==> src/rtl/reorder_buffer_pkg.sv <==
// Shared reorder-buffer types and widths, also consumed by rename and the LSQ.
package rob_pkg;

  localparam int unsigned PREG_WIDTH = 6;
  localparam int unsigned AREG_WIDTH = 5;
  localparam int unsigned PC_WIDTH   = 12;

  typedef struct packed {
    logic                  valid;
    logic                  done;
    logic                  reg_write;
    logic [AREG_WIDTH-1:0] rd;
    logic [PREG_WIDTH-1:0] rd_tag;
    logic [PREG_WIDTH-1:0] old_tag;
    logic [PC_WIDTH-1:0]   pc;
  } rob_entry_t;

endpackage

==> src/rtl/reorder_buffer_if.sv <==
// Dispatch / completion / retirement / free-pool signal bundle for the reorder buffer.
interface reorder_buffer_if
  import rob_pkg::*;
#(
  parameter int unsigned IDX_W = 4
);

  logic                  alloc_valid;
  logic                  alloc_reg_write;
  logic [AREG_WIDTH-1:0] alloc_rd;
  logic [PREG_WIDTH-1:0] alloc_rd_tag;
  logic [PREG_WIDTH-1:0] alloc_old_tag;
  logic [PC_WIDTH-1:0]   alloc_pc;
  logic                  alloc_ready;
  logic [IDX_W-1:0]      alloc_idx;

  logic                  cmpl_valid;
  logic [IDX_W-1:0]      cmpl_idx;

  logic                  retire_valid;
  logic [AREG_WIDTH-1:0] retire_rd;
  logic [PREG_WIDTH-1:0] retire_rd_tag;
  logic [PC_WIDTH-1:0]   retire_pc;

  logic                  rob_push;
  logic [PREG_WIDTH-1:0] rob_free_reg;

  logic                  full;
  logic                  empty;
  logic [IDX_W:0]        count;

  modport master (
    output alloc_valid, alloc_reg_write, alloc_rd, alloc_rd_tag, alloc_old_tag, alloc_pc,
    output cmpl_valid, cmpl_idx,
    input  alloc_ready, alloc_idx,
    input  retire_valid, retire_rd, retire_rd_tag, retire_pc,
    input  rob_push, rob_free_reg,
    input  full, empty, count
  );

  modport slave (
    input  alloc_valid, alloc_reg_write, alloc_rd, alloc_rd_tag, alloc_old_tag, alloc_pc,
    input  cmpl_valid, cmpl_idx,
    output alloc_ready, alloc_idx,
    output retire_valid, retire_rd, retire_rd_tag, retire_pc,
    output rob_push, rob_free_reg,
    output full, empty, count
  );

endinterface

==> src/rtl/reorder_buffer.sv <==
// Circular in-order retirement queue; returns the old physical tag of each retired
// register-writing instruction to the free pool.
module reorder_buffer
  import rob_pkg::*;
#(
  parameter int unsigned DEPTH = 16,
  parameter int unsigned IDX_W = 4
) (
  input  logic             clk,
  input  logic             rst,
  reorder_buffer_if.slave  rob
);

  logic [IDX_W:0]   head;
  logic [IDX_W:0]   tail;
  logic [IDX_W-1:0] head_idx;
  logic [IDX_W-1:0] tail_idx;
  rob_entry_t       entries [DEPTH];
  rob_entry_t       head_e;

  logic full_w;
  logic empty_w;
  logic do_alloc;
  logic do_cmpl;
  logic do_retire;
  logic do_push;

  assign head_idx = head[IDX_W-1:0];
  assign tail_idx = tail[IDX_W-1:0];
  assign head_e   = entries[head_idx];

  // Wrap bit distinguishes full from empty when the low index bits coincide.
  assign empty_w = (head == tail);
  assign full_w  = (head[IDX_W-1:0] == tail[IDX_W-1:0]) && (head[IDX_W] != tail[IDX_W]);

  assign rob.full        = full_w;
  assign rob.empty       = empty_w;
  assign rob.count       = tail - head;
  assign rob.alloc_ready = !full_w;
  assign rob.alloc_idx   = tail_idx;

  assign do_alloc  = rob.alloc_valid && !full_w;
  assign do_cmpl   = rob.cmpl_valid && entries[rob.cmpl_idx].valid;
  assign do_retire = !empty_w && head_e.valid && head_e.done;
  assign do_push   = do_retire && head_e.reg_write && (head_e.rd != '0);

  always_ff @(posedge clk) begin
    if (!rst) begin
      head              <= '0;
      tail              <= '0;
      for (int unsigned i = 0; i < DEPTH; i++) begin
        entries[i] <= '0;
      end
      rob.retire_valid  <= 1'b0;
      rob.retire_rd     <= '0;
      rob.retire_rd_tag <= '0;
      rob.retire_pc     <= '0;
      rob.rob_push      <= 1'b0;
      rob.rob_free_reg  <= '0;
    end else begin
      rob.retire_valid <= do_retire;
      rob.rob_push     <= do_push;
      rob.rob_free_reg <= do_push ? head_e.old_tag : '0;
      if (do_retire) begin
        rob.retire_rd     <= head_e.rd;
        rob.retire_rd_tag <= head_e.rd_tag;
        rob.retire_pc     <= head_e.pc;
      end

      // Retire clears after completion so a late completion to the retiring head cannot resurrect it.
      if (do_cmpl) begin
        entries[rob.cmpl_idx].done <= 1'b1;
      end
      if (do_retire) begin
        entries[head_idx].valid <= 1'b0;
        entries[head_idx].done  <= 1'b0;
        head                    <= head + (IDX_W+1)'(1);
      end
      if (do_alloc) begin
        entries[tail_idx] <= '{valid:     1'b1,
                               done:      1'b0,
                               reg_write: rob.alloc_reg_write,
                               rd:        rob.alloc_rd,
                               rd_tag:    rob.alloc_rd_tag,
                               old_tag:   rob.alloc_old_tag,
                               pc:        rob.alloc_pc};
        tail              <= tail + (IDX_W+1)'(1);
      end
    end
  end

endmodule

==> src/flat_wrapper.sv <==
// flat-port wrapper written by rule: the top's interface ports become plain ports
module reorder_buffer_flat import rob_pkg::*;
#(
  parameter int unsigned DEPTH = 16,
  parameter int unsigned IDX_W = 4
)
  (clk, rst, rob_alloc_valid, rob_alloc_reg_write, rob_alloc_rd, rob_alloc_rd_tag, rob_alloc_old_tag, rob_alloc_pc, rob_cmpl_valid, rob_cmpl_idx, rob_alloc_ready, rob_alloc_idx, rob_retire_valid, rob_retire_rd, rob_retire_rd_tag, rob_retire_pc, rob_rob_push, rob_rob_free_reg, rob_full, rob_empty, rob_count);
  reorder_buffer_if #(.IDX_W(IDX_W)) rob_i ();
  input  logic clk;
  input  logic rst;
  input wire logic [$bits(rob_i.alloc_valid)-1:0] rob_alloc_valid;
  input wire logic [$bits(rob_i.alloc_reg_write)-1:0] rob_alloc_reg_write;
  input wire logic [$bits(rob_i.alloc_rd)-1:0] rob_alloc_rd;
  input wire logic [$bits(rob_i.alloc_rd_tag)-1:0] rob_alloc_rd_tag;
  input wire logic [$bits(rob_i.alloc_old_tag)-1:0] rob_alloc_old_tag;
  input wire logic [$bits(rob_i.alloc_pc)-1:0] rob_alloc_pc;
  input wire logic [$bits(rob_i.cmpl_valid)-1:0] rob_cmpl_valid;
  input wire logic [$bits(rob_i.cmpl_idx)-1:0] rob_cmpl_idx;
  output wire logic [$bits(rob_i.alloc_ready)-1:0] rob_alloc_ready;
  output wire logic [$bits(rob_i.alloc_idx)-1:0] rob_alloc_idx;
  output wire logic [$bits(rob_i.retire_valid)-1:0] rob_retire_valid;
  output wire logic [$bits(rob_i.retire_rd)-1:0] rob_retire_rd;
  output wire logic [$bits(rob_i.retire_rd_tag)-1:0] rob_retire_rd_tag;
  output wire logic [$bits(rob_i.retire_pc)-1:0] rob_retire_pc;
  output wire logic [$bits(rob_i.rob_push)-1:0] rob_rob_push;
  output wire logic [$bits(rob_i.rob_free_reg)-1:0] rob_rob_free_reg;
  output wire logic [$bits(rob_i.full)-1:0] rob_full;
  output wire logic [$bits(rob_i.empty)-1:0] rob_empty;
  output wire logic [$bits(rob_i.count)-1:0] rob_count;
  assign rob_i.alloc_valid = rob_alloc_valid;
  assign rob_i.alloc_reg_write = rob_alloc_reg_write;
  assign rob_i.alloc_rd = rob_alloc_rd;
  assign rob_i.alloc_rd_tag = rob_alloc_rd_tag;
  assign rob_i.alloc_old_tag = rob_alloc_old_tag;
  assign rob_i.alloc_pc = rob_alloc_pc;
  assign rob_i.cmpl_valid = rob_cmpl_valid;
  assign rob_i.cmpl_idx = rob_cmpl_idx;
  assign rob_alloc_ready = rob_i.alloc_ready;
  assign rob_alloc_idx = rob_i.alloc_idx;
  assign rob_retire_valid = rob_i.retire_valid;
  assign rob_retire_rd = rob_i.retire_rd;
  assign rob_retire_rd_tag = rob_i.retire_rd_tag;
  assign rob_retire_pc = rob_i.retire_pc;
  assign rob_rob_push = rob_i.rob_push;
  assign rob_rob_free_reg = rob_i.rob_free_reg;
  assign rob_full = rob_i.full;
  assign rob_empty = rob_i.empty;
  assign rob_count = rob_i.count;
  reorder_buffer #(.DEPTH(DEPTH), .IDX_W(IDX_W)) u_core (.clk(clk), .rst(rst), .rob(rob_i));
endmodule
==> config.mk <==
export PLATFORM = sky130hd
export DESIGN_NAME = reorder_buffer_flat
export DESIGN_NICKNAME = d
export VERILOG_FILES = /design/src/rtl/reorder_buffer_pkg.sv /design/src/rtl/reorder_buffer_if.sv /design/src/rtl/reorder_buffer.sv /design/src/flat_wrapper.sv
export SDC_FILE = /design/constraint.sdc
export NUM_CORES = 1
export LEC_CHECK = 0
export BUFFER_PORTS_ARGS = -buffer_cell sky130_fd_sc_hd__buf_2
export CAP_MARGIN = 20
export CELL_PAD_IN_SITES_DETAIL_PLACEMENT = 0
export CELL_PAD_IN_SITES_GLOBAL_PLACEMENT = 2
export CORE_MARGIN = 2
export CORE_UTILIZATION = 40
export DETAILED_ROUTE_END_ITERATION = 8
export PLACE_DENSITY_LB_ADDON = 0.15
export REMOVE_ABC_BUFFERS = 1
export SLEW_MARGIN = 0
export SYNTH_ARGS = -nofsm -noshare
export SYNTH_HDL_FRONTEND = slang
export SYNTH_SLANG_ARGS = --single-unit
==> constraint.sdc <==
create_clock -name clk -period 9.3 [get_ports clk]
set_input_delay 1.395 -clock clk [delete_from_list [all_inputs] [get_ports clk]]
set_output_delay 1.395 -clock clk [all_outputs]
set_load 0.005 [all_outputs]
==> results of run 1 <==
-- critical path: stages, from the launching register on --
cell and delay [ps]:
dfxtp_1 500, inv_1 140, ha_1 330, and4_1 260
nand2_1 180, clkinv_1 300, buf_2 230
-- path summary, 6_finish.rpt --
kind / start / to / slack (ps) / depth (start not counted)
setup / recovery: u_core.head[1]$_SDFFE_PN0N_ / rob_full / 5370 / 6
hold / removal: u_core.rob.retire_rd[1]$_SDFFE_PN0N_ / u_core.rob.retire_rd[1]$_SDFFE_PN0N_ / 470 / 2
setup reg to reg: flip-flop / u_core.rob.rob_free_reg[3]$_SDFF_PN0_ / 5610 / 6
hold reg to reg: u_core.rob.retire_rd[1]$_SDFFE_PN0N_ / u_core.rob.retire_rd[1]$_SDFFE_PN0N_ / 470 / 2
-- synthesized netlist by cell type, drive strengths merged, types with 2 or more instances --
cell / n
a22oi: 33
xnor2: 5
and4: 3
nand4: 28
o31ai: 25
a221oi: 2
a41oi: 6
a31oi: 6
edfxtp: 480
nor2: 19
a32oi: 5
nor3: 12
or2: 4
nand3: 12
nand3b: 3
a21oi: 47
a211oi: 15
dfxtp: 77
a311oi: 6
a21o: 2
nand2b: 3
clkbuf: 118
and3b: 2
nor4: 5
or4: 2
mux4: 144
mux2i: 4
o21ai: 9
and2: 366
inv: 14
xor2: 2
nor2b: 7
or3: 5
nand2: 57
and3: 122
buf: 49
ha: 12
-- cells by family after synthesis --
| kind of cell | after synthesis | synth area share |
|---|---|---|
| and+or+nand+nor | 653 | 0.1547 |
| DFF | 557 | 0.6312 |
| buffers and inverters | 182 | 0.03054 |
| AOI/OAI and AO/OA | 163 | 0.04455 |
| muxes | 148 | 0.1299 |
| adders and majority gates | 13 | 0.006732 |
| xor gates and xnor gates | 7 | 0.002425 |
-- final cells by class --
class | count | share of cell area
clock buffers | 95 | 0.06519
inverters | 15 | 0.001968
well taps | 846 | 0.03699
repair buffers | 119 | 0.02711
diodes | 2 | 0.0001749
flip-flops and latches | 557 | 0.5579
multi-input cells | 984 | 0.3057
clock inverters | 21 | 0.004984
-- metrics by stage --
step / cells / worst slack, ps
after floorplan: 1556 / 1359
after CTS: 2632 / 5330
after global placement: 2516 / 4838
final: 2639 / 5367
after global routing: 2638 / 5166
after detailed placement: 2516 / 4782
-- layer usage --
metal / share of wire / global-route usage / up-vias / wire (um)
met5: 0.00017 / 0 / - / 13
met4: 0.022 / 0.06667 / 2 / 1654
met3: 0.061 / 0.04077 / 111 / 4596
met2: 0.48 / 0.3841 / 464 / 36400
met1: 0.43 / 0.3224 / 7909 / 32760
li1: - / - / 6595 / -
-- power by group --
group          leakage (nW)  internal (W)  switching (W)  total, W
Combinational          3.86     0.0000821       0.000210  0.000292
Sequential             5.59       0.00280      0.0000248   0.00282
Clock                 0.979       0.00142        0.00104   0.00246
==> run_results.csv, run 1 <==
group,metric,value,unit
run_status,run_status,"finished, final reports clean",
synth,synth_top_flop_cell,"edfxtp_1",
synth,yosysSeqAreaShare,0.6312,
cells_and_area,max_flop_register,"u_core.entries",
detailed_routing,vias_per_cell,5.715,
sta,worstMarginPinSlew,1101,ps
floorplanning,die_x,255.4,um
cells_and_area,final_cell_mix,"edfxtp_1, and2_1, mux4_2",
worst_hold_path,hold_path.class,"flip-flop to flip-flop",
synth,synth_area_per_cell,14.67,sq um
worst_setup_path,required,7910,ps
cells_and_area,drive_gt1_frac,0.2222,
cells_and_area,final.fill_count,5604,
clocking,clock_sinks,557,
detailed_routing,num_vias,15081,
global_routing,grt_pass1_vias,15643,
sta,min_period_over_period,0.4229,
cells_and_area,fin_util,0.4561,
clocking,clkTransAtPathRegs,60,ps
global_routing,grt_max_degree,123,
cells_and_area,syn_to_final_growth,13.21,%
sta,clock_skew,9.919,ps
clocking,htree_num_levels,3,
sta,finalSetupViolCount,0,
sta,whs,465.4,ps
global_routing,grt-ovfl-total,0,
floorplanning,start_util,0.4029,
flow_run,max_cap_viol_count,0,
clocking,cts_resized,0,
sta,layout_min_cycle_time,3933,ps
cells_and_area,largest_reg_flops,512,
cells_and_area,top_regs,"u_core.entries x512, u_core.rob.retire_pc x12",
floorplanning,fp.dieH,255.4,um
synth,async_reset_ff_frac,0,
sta,relSlewSlack,0.2639,
sta,fmax,254.2,MHz
clocking,clk_latency,590,ps
cells_and_area,regArea,15960,sq um
detailed_routing,dr.pass1.iters,5,
floorplanning,core_area,62740,sq um
clocking,ctsHoldBuffers,0,
global_routing,antenna_found_initial,3,
floorplanning,dieArea,65220,sq um
worst_setup_path,cp_max_fo,9,
detailed_routing,initialDrtViolationCount,1300,
synth,synth_top_area_share,0.5702,
synth,yosys_register_bits,557,
clocking,tritoncts,"yes",
cells_and_area,final_common_cell,"edfxtp_1",
worst_setup_path,critPathKind,"flip-flop to primary output",
detailed_routing,drt-total-wl,75420,um
global_routing,grt_pass1_wl,110900,um
synth,synth.area.top_cells,"edfxtp_1, mux4_2, and2_1",
place,io_buffers,80,
cells_and_area,multi_input_area,8748,sq um
floorplanning,io_pins,81,
floorplanning,placementRows,92,
synth,yosysWarnings,0,
synth,synth_cells,1723,
power_and_ir_drop,p_per_area,194.7,nW/um^2
synth,synth_area_leader_cell,"edfxtp_1",
clocking,post-cts-setup-buffers,0,
power_and_ir_drop,power,0.005572,W
synth,netlist_area,25280,sq um
global_routing,grt_usage,0.2346,
synth,synth_edf_count,480,
sta,finalMaxSlewViolations,0,
power_and_ir_drop,p_leak,10.42,nW
sta,rsz0062_at_grt,"no",
worst_setup_path,cp-end-kind,"primary output",
place,place_area,26500,sq um
place,dp_hpwl,41220,um
power_and_ir_drop,ir_drop,0.0001209,V
place,gp_congestion,0.7916,
detailed_routing,ant_nets,0,
worst_setup_path,start_kind,"flip-flop",
clocking,cts_buffers,66,
synth,yosysUniqueCellTypes,58,
clocking,root_buffer,"clkbuf_16",
detailed_routing,drc,0,
sta,fin_tns_setup,0,ps
cells_and_area,fin_nets,1794,
worst_setup_path,crit_arrival,2540,ps
clocking,clockBufferDepth,3,
detailed_routing,wl_per_cell,28.58,um
sta,finalHoldViolations,0,
cells_and_area,fin_area,28620,sq um
Power figures use the tool's default switching activity.
==> run 2, diff against run 1 <==
- clock period: 9.3 -> 3.9 ns (I/O delays scaled with it)
==> run_results.csv, run 2 (synthesis gave the netlist of run 1 again) <==
group,metric,value,unit
cells_and_area,final_cell_mix,"edfxtp_1, and2_1, mux4_2",
power_and_ir_drop,p_per_area,469.6,nW/um^2
sta,rsz0062_at_grt,"no",
cells_and_area,fin_nets,1814,
sta,setup_slack,680.1,ps
floorplanning,io_pins,81,
clocking,clockBufferDepth,3,
detailed_routing,wl_per_cell,29.83,um
clocking,cts_buffers,66,
worst_setup_path,start_kind,"flip-flop",
global_routing,grt_pass1_vias,15818,
sta,finalSetupViolCount,0,
sta,fmax,310.6,MHz
power_and_ir_drop,p_switching,0.003116,W
global_routing,grt_max_degree,60,
sta,worstMarginPinSlew,1153,ps
worst_setup_path,critPathBufInv,3,
sta,finalHoldViolations,0,
detailed_routing,ant_nets,0,
floorplanning,die_x,255.4,um
worst_setup_path,crit_arrival,3530,ps
worst_setup_path,critPathKind,"flip-flop to flip-flop",
cells_and_area,final_common_cell,"edfxtp_1",
clocking,clock_sinks,557,
detailed_routing,vias_per_cell,5.679,
power_and_ir_drop,switching_share,0.2291,
place,gp_congestion,0.8315,
clocking,root_buffer,"clkbuf_16",
detailed_routing,drt-total-wl,79530,um
floorplanning,core_area,62740,sq um
power_and_ir_drop,p_leak,10.62,nW
flow_run,max_cap_viol_count,0,
worst_setup_path,cpLargestDelayFamily,"simple AND/OR/NAND/NOR gates",
sta,clock_skew,22.49,ps
worst_setup_path,cp_cell_sequence,"inv_1 -> ha_1 -> and4_1 -> nand2_1 -> clkinv_1 -> or3_1 -> nand2_2 -> buf_12",
power_and_ir_drop,ir_drop,0.0002500,V
global_routing,antenna_found_initial,4,
clocking,htree_num_levels,3,
worst_setup_path,cpPeakStageDelay,550,ps
worst_setup_path,cp-end-kind,"flip-flop",
detailed_routing,drc,0,
worst_hold_path,hold_path.class,"input port to flip-flop",
detailed_routing,dr.pass1.iters,5,
clocking,ctsHoldBuffers,0,
global_routing,grt-ovfl-total,0,
cells_and_area,regArea,15960,sq um
worst_setup_path,slowest_stage,"or3_1",
cells_and_area,top_regs,"u_core.entries x512, u_core.rob.retire_pc x12",
power_and_ir_drop,comb_power_share,0.054,
clocking,cts_resized,0,
sta,min_period_over_period,0.8256,
floorplanning,fp.dieH,255.4,um
power_and_ir_drop,clockPowerShare,0.451,
sta,layout_min_cycle_time,3220,ps
cells_and_area,syn_to_final_growth,14.58,%
clocking,clk_latency,610,ps
sta,relSlewSlack,0.2293,
cells_and_area,drive_gt1_frac,0.2346,
clocking,post-cts-setup-buffers,0,
place,place_ws,671.0,ps
clocking,tritoncts,"yes",
place,dp_hpwl,45610,um
power_and_ir_drop,p_int,0.01048,W
sta,finalMaxSlewViolations,0,
worst_setup_path,required,4210,ps
cells_and_area,fin_util,0.4617,
cells_and_area,final.fill_count,5569,
global_routing,grt_pass1_wl,114500,um
power_and_ir_drop,pwr-share-seq,0.495,
cells_and_area,max_flop_register,"u_core.entries",
floorplanning,dieArea,65220,sq um
clocking,clkTransAtPathRegs,60,ps
place,io_buffers,80,
detailed_routing,initialDrtViolationCount,1473,
floorplanning,start_util,0.4029,
detailed_routing,num_vias,15141,
cells_and_area,multi_input_area,8748,sq um
cells_and_area,largest_reg_flops,512,
floorplanning,placementRows,92,
worst_setup_path,cp_max_fo,18,
global_routing,grt_usage,0.2461,
run_status,run_status,"finished, final reports clean",
## run 2: cell type report
| type | count | area share |
|---|---|---|
| clock inverter | 38 | 0.01153 |
| inverter | 15 | 0.001944 |
| clock buffer | 83 | 0.06208 |
| sequential | 557 | 0.5512 |
| multi-input combinational | 984 | 0.3021 |
| antenna | 4 | 0.0003456 |
| timing repair buffer | 139 | 0.03430 |
| tap | 846 | 0.03655 |
## run 2: tightest hold or removal path, cell delays in order
cell,delay (ps)
buf_2,170
nand3_1,100
a21oi_1,50
## run 2: path summary, 6_finish.rpt
kind / slack [ps] / cells past startpoint / from / to
min: 350 / 3 / rob_alloc_valid / u_core.tail[1]$_SDFFE_PN0P_
max: 680 / 8 / u_core.head[3]$_SDFFE_PN0N_ / u_core.entries[7][0]$_DFFE_PP_
max reg2reg: 680 / 8 / u_core.head[3]$_SDFFE_PN0N_ / u_core.entries[7][0]$_DFFE_PP_
min reg2reg: 470 / 2 / u_core.rob.retire_rd[2]$_SDFFE_PN0N_ / u_core.rob.retire_rd[2]$_SDFFE_PN0N_
## run 2: per-stage QoR
step / instance area, sq um / total power (W) / cells / hold WS (ps) / TNS [ps]
after detailed placement: 26820 / 0.007598 / 2541 / 465.7 / 0
final: 28960 / 0.01360 / 2666 / 349.3 / 0
after CTS: 28950 / 0.01372 / 2662 / 326.5 / 0
after floorplan: 24560 / 0.007140 / 1556 / 445.6 / -491290
after global routing: 28950 / 0.01395 / 2662 / 346.6 / 0
after global placement: 26800 / 0.007584 / 2540 / 454.2 / 0
## run 2: metal layers
metal | GRT usage | up-vias | part of all wire | wire [um]
met5 | 0 | - | 0.00013 | 10
met4 | 0.06765 | 2 | 0.025 | 1961
met3 | 0.04544 | 129 | 0.063 | 5011
met2 | 0.4083 | 526 | 0.49 | 38920
met1 | 0.3326 | 7844 | 0.42 | 33630
li1 | - | 6640 | - | -
## run 2: power groups by stage
stage | clock network [W] | registers, W | logic, W
after floorplan | 0 | 0.00683 | 0.000307
after global placement | 0 | 0.00685 | 0.000736
after detailed placement | 0 | 0.00685 | 0.000743
after CTS | 0.00624 | 0.00673 | 0.000744
after global routing | 0.00643 | 0.00675 | 0.000775
final | 0.00613 | 0.00673 | 0.000736
